**src/rtl/fetch_pkg.sv**
```systemverilog
// Shared definitions for the instruction fetch unit: FSM encoding,
// sequential-fetch increment and the default boot address.
package fetch_pkg;

    typedef enum logic [1:0] {
        ST_IDLE = 2'd0,
        ST_REQ  = 2'd1,
        ST_HOLD = 2'd2
    } fetch_state_t;

    localparam logic [31:0] PC_INC           = 32'd4;
    localparam logic [31:0] DEFAULT_RESET_PC = 32'h0000_0000;

endpackage

```
**src/rtl/pc_incr.sv**
```systemverilog
// Sequential fetch address: pc + 4, wrapping naturally at 2^32.
module pc_incr
    import fetch_pkg::*;
(
    input  logic [31:0] pc,
    output logic [31:0] pc_next
);

    // 32-bit add drops the carry, so 32'hFFFF_FFFC rolls over to 0
    assign pc_next = pc + PC_INC;

endmodule

```
**src/rtl/pc_fetch_unit.sv**
```systemverilog
// Single-outstanding-request instruction fetch unit. Issues one word fetch
// at a time, presents the returned word downstream, holds it while stalled
// and squashes in-flight fetches on a redirect.
module pc_fetch_unit
    import fetch_pkg::*;
#(
    parameter logic [31:0] RESET_PC = DEFAULT_RESET_PC
) (
    input  logic        clk,
    input  logic        reset,
    input  logic        stall,
    input  logic        redirect_valid,
    input  logic [31:0] redirect_target,
    output logic        imem_req,
    output logic [31:0] imem_addr,
    input  logic        imem_ack,
    input  logic [31:0] imem_rdata,
    output logic        instr_valid,
    output logic [31:0] instr,
    output logic [31:0] instr_pc,
    output logic        misaligned_err
);

    fetch_state_t state, state_n;
    logic [31:0]  fetch_pc, fetch_pc_n;
    logic [31:0]  pc_plus4;
    logic         kill, kill_n;
    logic [31:0]  kill_pc, kill_pc_n;
    logic [31:0]  instr_n, instr_pc_n;
    logic         instr_valid_n;
    logic         err_n;
    logic         redir_ok;

    pc_incr u_pc_incr (
        .pc      (fetch_pc),
        .pc_next (pc_plus4)
    );

    // Misaligned targets are dropped outright; only aligned ones steer fetch
    assign redir_ok  = redirect_valid && (redirect_target[1:0] == 2'b00);
    assign imem_req  = (state == ST_REQ);
    assign imem_addr = fetch_pc;

    // Next-state and datapath updates; defaults hold everything
    always_comb begin
        state_n       = state;
        fetch_pc_n    = fetch_pc;
        kill_n        = kill;
        kill_pc_n     = kill_pc;
        instr_n       = instr;
        instr_pc_n    = instr_pc;
        instr_valid_n = instr_valid;
        err_n         = redirect_valid && (redirect_target[1:0] != 2'b00);

        // Downstream took the instruction; a capture below may refill it
        if (instr_valid && !stall)
            instr_valid_n = 1'b0;

        case (state)
            ST_IDLE: begin
                state_n = ST_REQ;
                if (redir_ok)
                    fetch_pc_n = redirect_target;
            end
            ST_REQ: begin
                if (redir_ok) begin
                    instr_valid_n = 1'b0;
                    if (imem_ack) begin
                        // Data arriving this cycle belongs to the old path
                        fetch_pc_n = redirect_target;
                        kill_n     = 1'b0;
                    end else begin
                        // Keep the bus request stable; remember where to go
                        kill_n    = 1'b1;
                        kill_pc_n = redirect_target;
                    end
                end else if (imem_ack) begin
                    if (kill) begin
                        fetch_pc_n = kill_pc;
                        kill_n     = 1'b0;
                    end else begin
                        instr_n       = imem_rdata;
                        instr_pc_n    = fetch_pc;
                        instr_valid_n = 1'b1;
                        fetch_pc_n    = pc_plus4;
                        if (stall)
                            state_n = ST_HOLD;
                    end
                end
            end
            ST_HOLD: begin
                if (redir_ok) begin
                    instr_valid_n = 1'b0;
                    fetch_pc_n    = redirect_target;
                    state_n       = ST_REQ;
                end else if (!stall) begin
                    state_n = ST_REQ;
                end
            end
            default: state_n = ST_IDLE;
        endcase
    end

    // State and datapath registers with synchronous reset
    always_ff @(posedge clk) begin
        if (reset) begin
            state          <= ST_IDLE;
            fetch_pc       <= RESET_PC;
            kill           <= 1'b0;
            kill_pc        <= 32'h0;
            instr          <= 32'h0;
            instr_pc       <= 32'h0;
            instr_valid    <= 1'b0;
            misaligned_err <= 1'b0;
        end else begin
            state          <= state_n;
            fetch_pc       <= fetch_pc_n;
            kill           <= kill_n;
            kill_pc        <= kill_pc_n;
            instr          <= instr_n;
            instr_pc       <= instr_pc_n;
            instr_valid    <= instr_valid_n;
            misaligned_err <= err_n;
        end
    end

endmodule

```
**config.mk**
```make
export PLATFORM = sky130hd
export DESIGN_NAME = pc_fetch_unit
export DESIGN_NICKNAME = d
export VERILOG_FILES = /design/src/rtl/fetch_pkg.sv /design/src/rtl/pc_incr.sv /design/src/rtl/pc_fetch_unit.sv
export SDC_FILE = /design/constraint.sdc
export NUM_CORES = 1
export LEC_CHECK = 0
export BUFFER_PORTS_ARGS = -buffer_cell sky130_fd_sc_hd__buf_2
export CELL_PAD_IN_SITES_DETAIL_PLACEMENT = 0
export CELL_PAD_IN_SITES_GLOBAL_PLACEMENT = 2
export CORE_UTILIZATION = 29
export DETAILED_ROUTE_END_ITERATION = 10
export PLACE_DENSITY = 0.82
export SLEW_MARGIN = 20
export SYNTH_ARGS = -nofsm -noshare
export SYNTH_HDL_FRONTEND = slang
export SYNTH_SLANG_ARGS = --single-unit
```
**constraint.sdc**
```tcl
create_clock -name clk -period 2.6 [get_ports clk]
set_input_delay 0.52 -clock clk [delete_from_list [all_inputs] [get_ports clk]]
set_output_delay 0.52 -clock clk [all_outputs]
set_load 0.01 [all_outputs]
```
==> summary.md <==
| Metric | Value |
|---|---|
| Mapped Cells | `approximately 760` |
| Final hold violations | `0` |
| Number of top-level pins | `~170` |
| Slew at the pin closest to its max-slew limit | `around 0.89 ns` |
| Top cell by count, worst path | `and4_1` |
| First-pass GRT wire length | `slightly above 30000 um` |
| Post-Route Skew | `just over 0.008 ns` |
| Initial antenna violation count | `0` |
| Max Transition Viols Final | `0` |
| CTS tree | `yes` |
| Netlist cell types | `55` |
| DIE AREA | `between 20000 and 25000 sq um` |
| Post-Syn Nets | `832` |
| Clk pin slew, worst setup/hold paths | `around 0.060 ns` |
| Rows | `51` |
| TritonRoute pass-1 iters | `5` |
| Ys Warns | `0` |
| Vias in the first global route | `roughly 5400` |
| Cells along the critical path | `and4_1 -> or4b_1 -> nor4_1 -> and4_1 -> nor3_1` |
| Wire per inst | `roughly 17 um` |
| Sequential area share after synthesis | `45.53%` |
| Cts hold-fix bufs | `0` |
| Min-Delay Path Class | `input port to register` |
| Setup TNS | `0 ns` |
| DP Area | `around 7100 sq um` |
| # nets final | `1001` |
| Asr flop ratio synth | `0%` |
| RSZ-0062 raised after global routing | `false` |
| Largest net degree at the start of global routing | `102` |
| Initial DRC Count | `a little over 400` |
| Crit path time final | `approximately 2.3 ns` |
| CP Class | `register to register` |
| Worst-path fanout max | `7` |
| Post-synth EDFFs | `0` |
| Height of the die | `between 100 and 150 um` |
| Fin crit share | `89.84%` |
| Arr. time, crit path | `~2.7 ns` |
| CP Launch Type | `register` |
| Tot GR Track Use | `20.11%` |
| Diodes inserted | `0` |
| Routed WL | `~20000 um` |
| CP endpoint kind | `register` |
| Final setup violation count | `0` |
| Delay-heaviest family, CP | `simple AND/OR/NAND/NOR gates` |
| Ys flop type | `dfxtp_1` |
| Crit path required time | `approximately 2.9 ns` |
| Clock buffer depth | `2` |
| Initial cell density of the core | `between 20% and 30%` |
| Residual DRC | `0` |
| Die width | `about 140 um` |
| DR vias/cell | `~5.0` |
| Htree depth | `4` |
| Num CTS Buffers | `17` |
| CTS root buffer | `clkbuf_16` |
| CP max-delay cell | `or4b_1` |
| Peak supply drop | `around 500 uV` |
| Syn Area/Cell | `approximately 7.7 sq um` |
| Slowest stage delay, CP | `0.64 ns` |
| Synthesized flop and latch total | `about 130` |
| Detail Placement HPWL | `approximately 14000 um` |
| Share of cells above drive strength 1 | `26.17%` |
| Post-CTS Setup Bufs | `0` |
| Most common cell after layout, fill and taps aside | `nand2_1` |
| TritonCTS Sinks | `between 100 and 150` |
| Core area | `a little under 20000 sq um` |
| Clk Latency, worst-skew pair | `between 0.4 and 0.5 ns` |
| Design Area, Final | `between 7000 and 8000 sq um` |
| Bufs and invs on worst path | `0` |
| Util after Layout | `39.70%` |
| Leakage | `~3.2 nW` |
| Synth-to-Final Area Change | `32.99%` |
| Port bufs | `about 170` |
| Hold slack final | `0.3231 ns` |
| Placer congestion estimate | `0.8162` |
| Post-Syn Area | `approximately 5800 sq um` |
| Max-Cap Viols | `0` |
| Status | `complete, no violations` |
| Pwr Density | `984.4 nW/um^2` |
| Most frequent cells in the layout | `218 x nand2_1, 166 x buf_2, 133 x dfxtp_1, 124 x a21oi_1, 33 x buf_4` |
| Antenna viol nets, final | `0` |
| Global route total overflow | `0` |
| Slew headroom | `about 40%` |
| Number of gates resized after CTS | `0` |
| Vias | `5971` |
| Peak Freq | `428.1 MHz` |
[area by class of cell]
| cell class | instances | area (sq um) |
|---|---|---|
| Clock buffer | 21 | 480.5 |
| Tap cell | 265 | 331.6 |
| Inverter | 10 | 37.54 |
| Timing Repair Buffer | 203 | 1159 |
| Sequential cell | 133 | 2663 |
| Clock inverter | 11 | 147.6 |
| Fill cell | 2094 | 11810 |
| Multi-Input combinational cell | 562 | 2959 |
[per-stage QoR]
stage / setup WS [ns] / power, mW / std cells
final: 0.2642 / 7.656 / 1205
after global routing: 0.06641 / 8.113 / 1205
after CTS: 0.2288 / 7.721 / 1205
after detailed placement: 0.2246 / 5.138 / 1173
after global placement: 0.2562 / 5.138 / 1173
after floorplan: 0.5103 / 4.010 / 758
[layer usage]
layer	vias to the layer above	global-route usage, %	part of all wire (%)
met4	0	7.783	1.8
met1	2758	27.03	46
li1	3014	-	-
met5	-	0	0
met2	173	31.27	46
met3	26	4.338	5.5
[synth_stat cells, drive strengths merged (6+ instances only)]
library cell  number  area, sq um
o211ai             6        45.04
nand2            218        818.3
xor2               6        52.55
a211oi             7        52.55
nor2              21        78.83
nand4             12        75.07
inv               10        37.54
o32ai              6        52.55
dfxtp            133         2663
o22ai              6        37.54
a21oi            124        620.6
o21ai             24        120.1
clkbuf            49        183.9
nand3             20        105.1
a32oi              8        70.07
nor3              16        80.08
and3               8        50.05
[path summary, 6_finish.rpt]
check                            start                         end  slack (ns)  cells past startpoint
max reg2reg  imem_addr[2]$_SDFFE_PP0P_  imem_addr[31]$_SDFFE_PP0P_        0.26                      5
min                     imem_rdata[30]      instr[30]$_SDFFE_PP0P_        0.32                      3
min reg2reg  instr_pc[25]$_SDFFE_PP0P_   instr_pc[25]$_SDFFE_PP0P_        0.45                      2
max          imem_addr[2]$_SDFFE_PP0P_  imem_addr[31]$_SDFFE_PP0P_        0.26                      5
[worst register-to-register path: stages (launching register included)]
cell and delay, ns:
dfxtp_1 0.47, and4_1 0.36, or4b_1 0.64, nor4_1 0.45, and4_1 0.25, nor3_1 0.05
[kinds of logic (layout without fill, tap and decap cells)]
| kind of cell | count (synthesis) | in the layout | synth area share, % |
|---|---|---|---|
| xor gates and xnor gates | 8 | 8 | 1.198 |
| muxes | 4 | 4 | 0.6847 |
| and+or+nand+nor | 325 | 325 | 24.60 |
| adders and majority gates | 5 | 5 | 1.070 |
| DFF | 133 | 133 | 45.53 |
| buffers and inverters | 63 | 245 | 4.087 |
| AOI/OAI and AO/OA | 220 | 220 | 22.83 |
[state kept, by name, indices dropped and copies added (netlist names)]
register and flops:
instr 32, instr_valid 1, kill 1, instr_pc 32, state 2, imem_addr 32, kill_pc 32, misaligned_err 1
[power by group]
group	internal, mW	switching, mW	leakage [nW]
logic	0.959	1.57	1.78
clock network	1.61	0.952	0.298
registers	2.30	0.263	1.08
(Power assumes the default switching activity.)
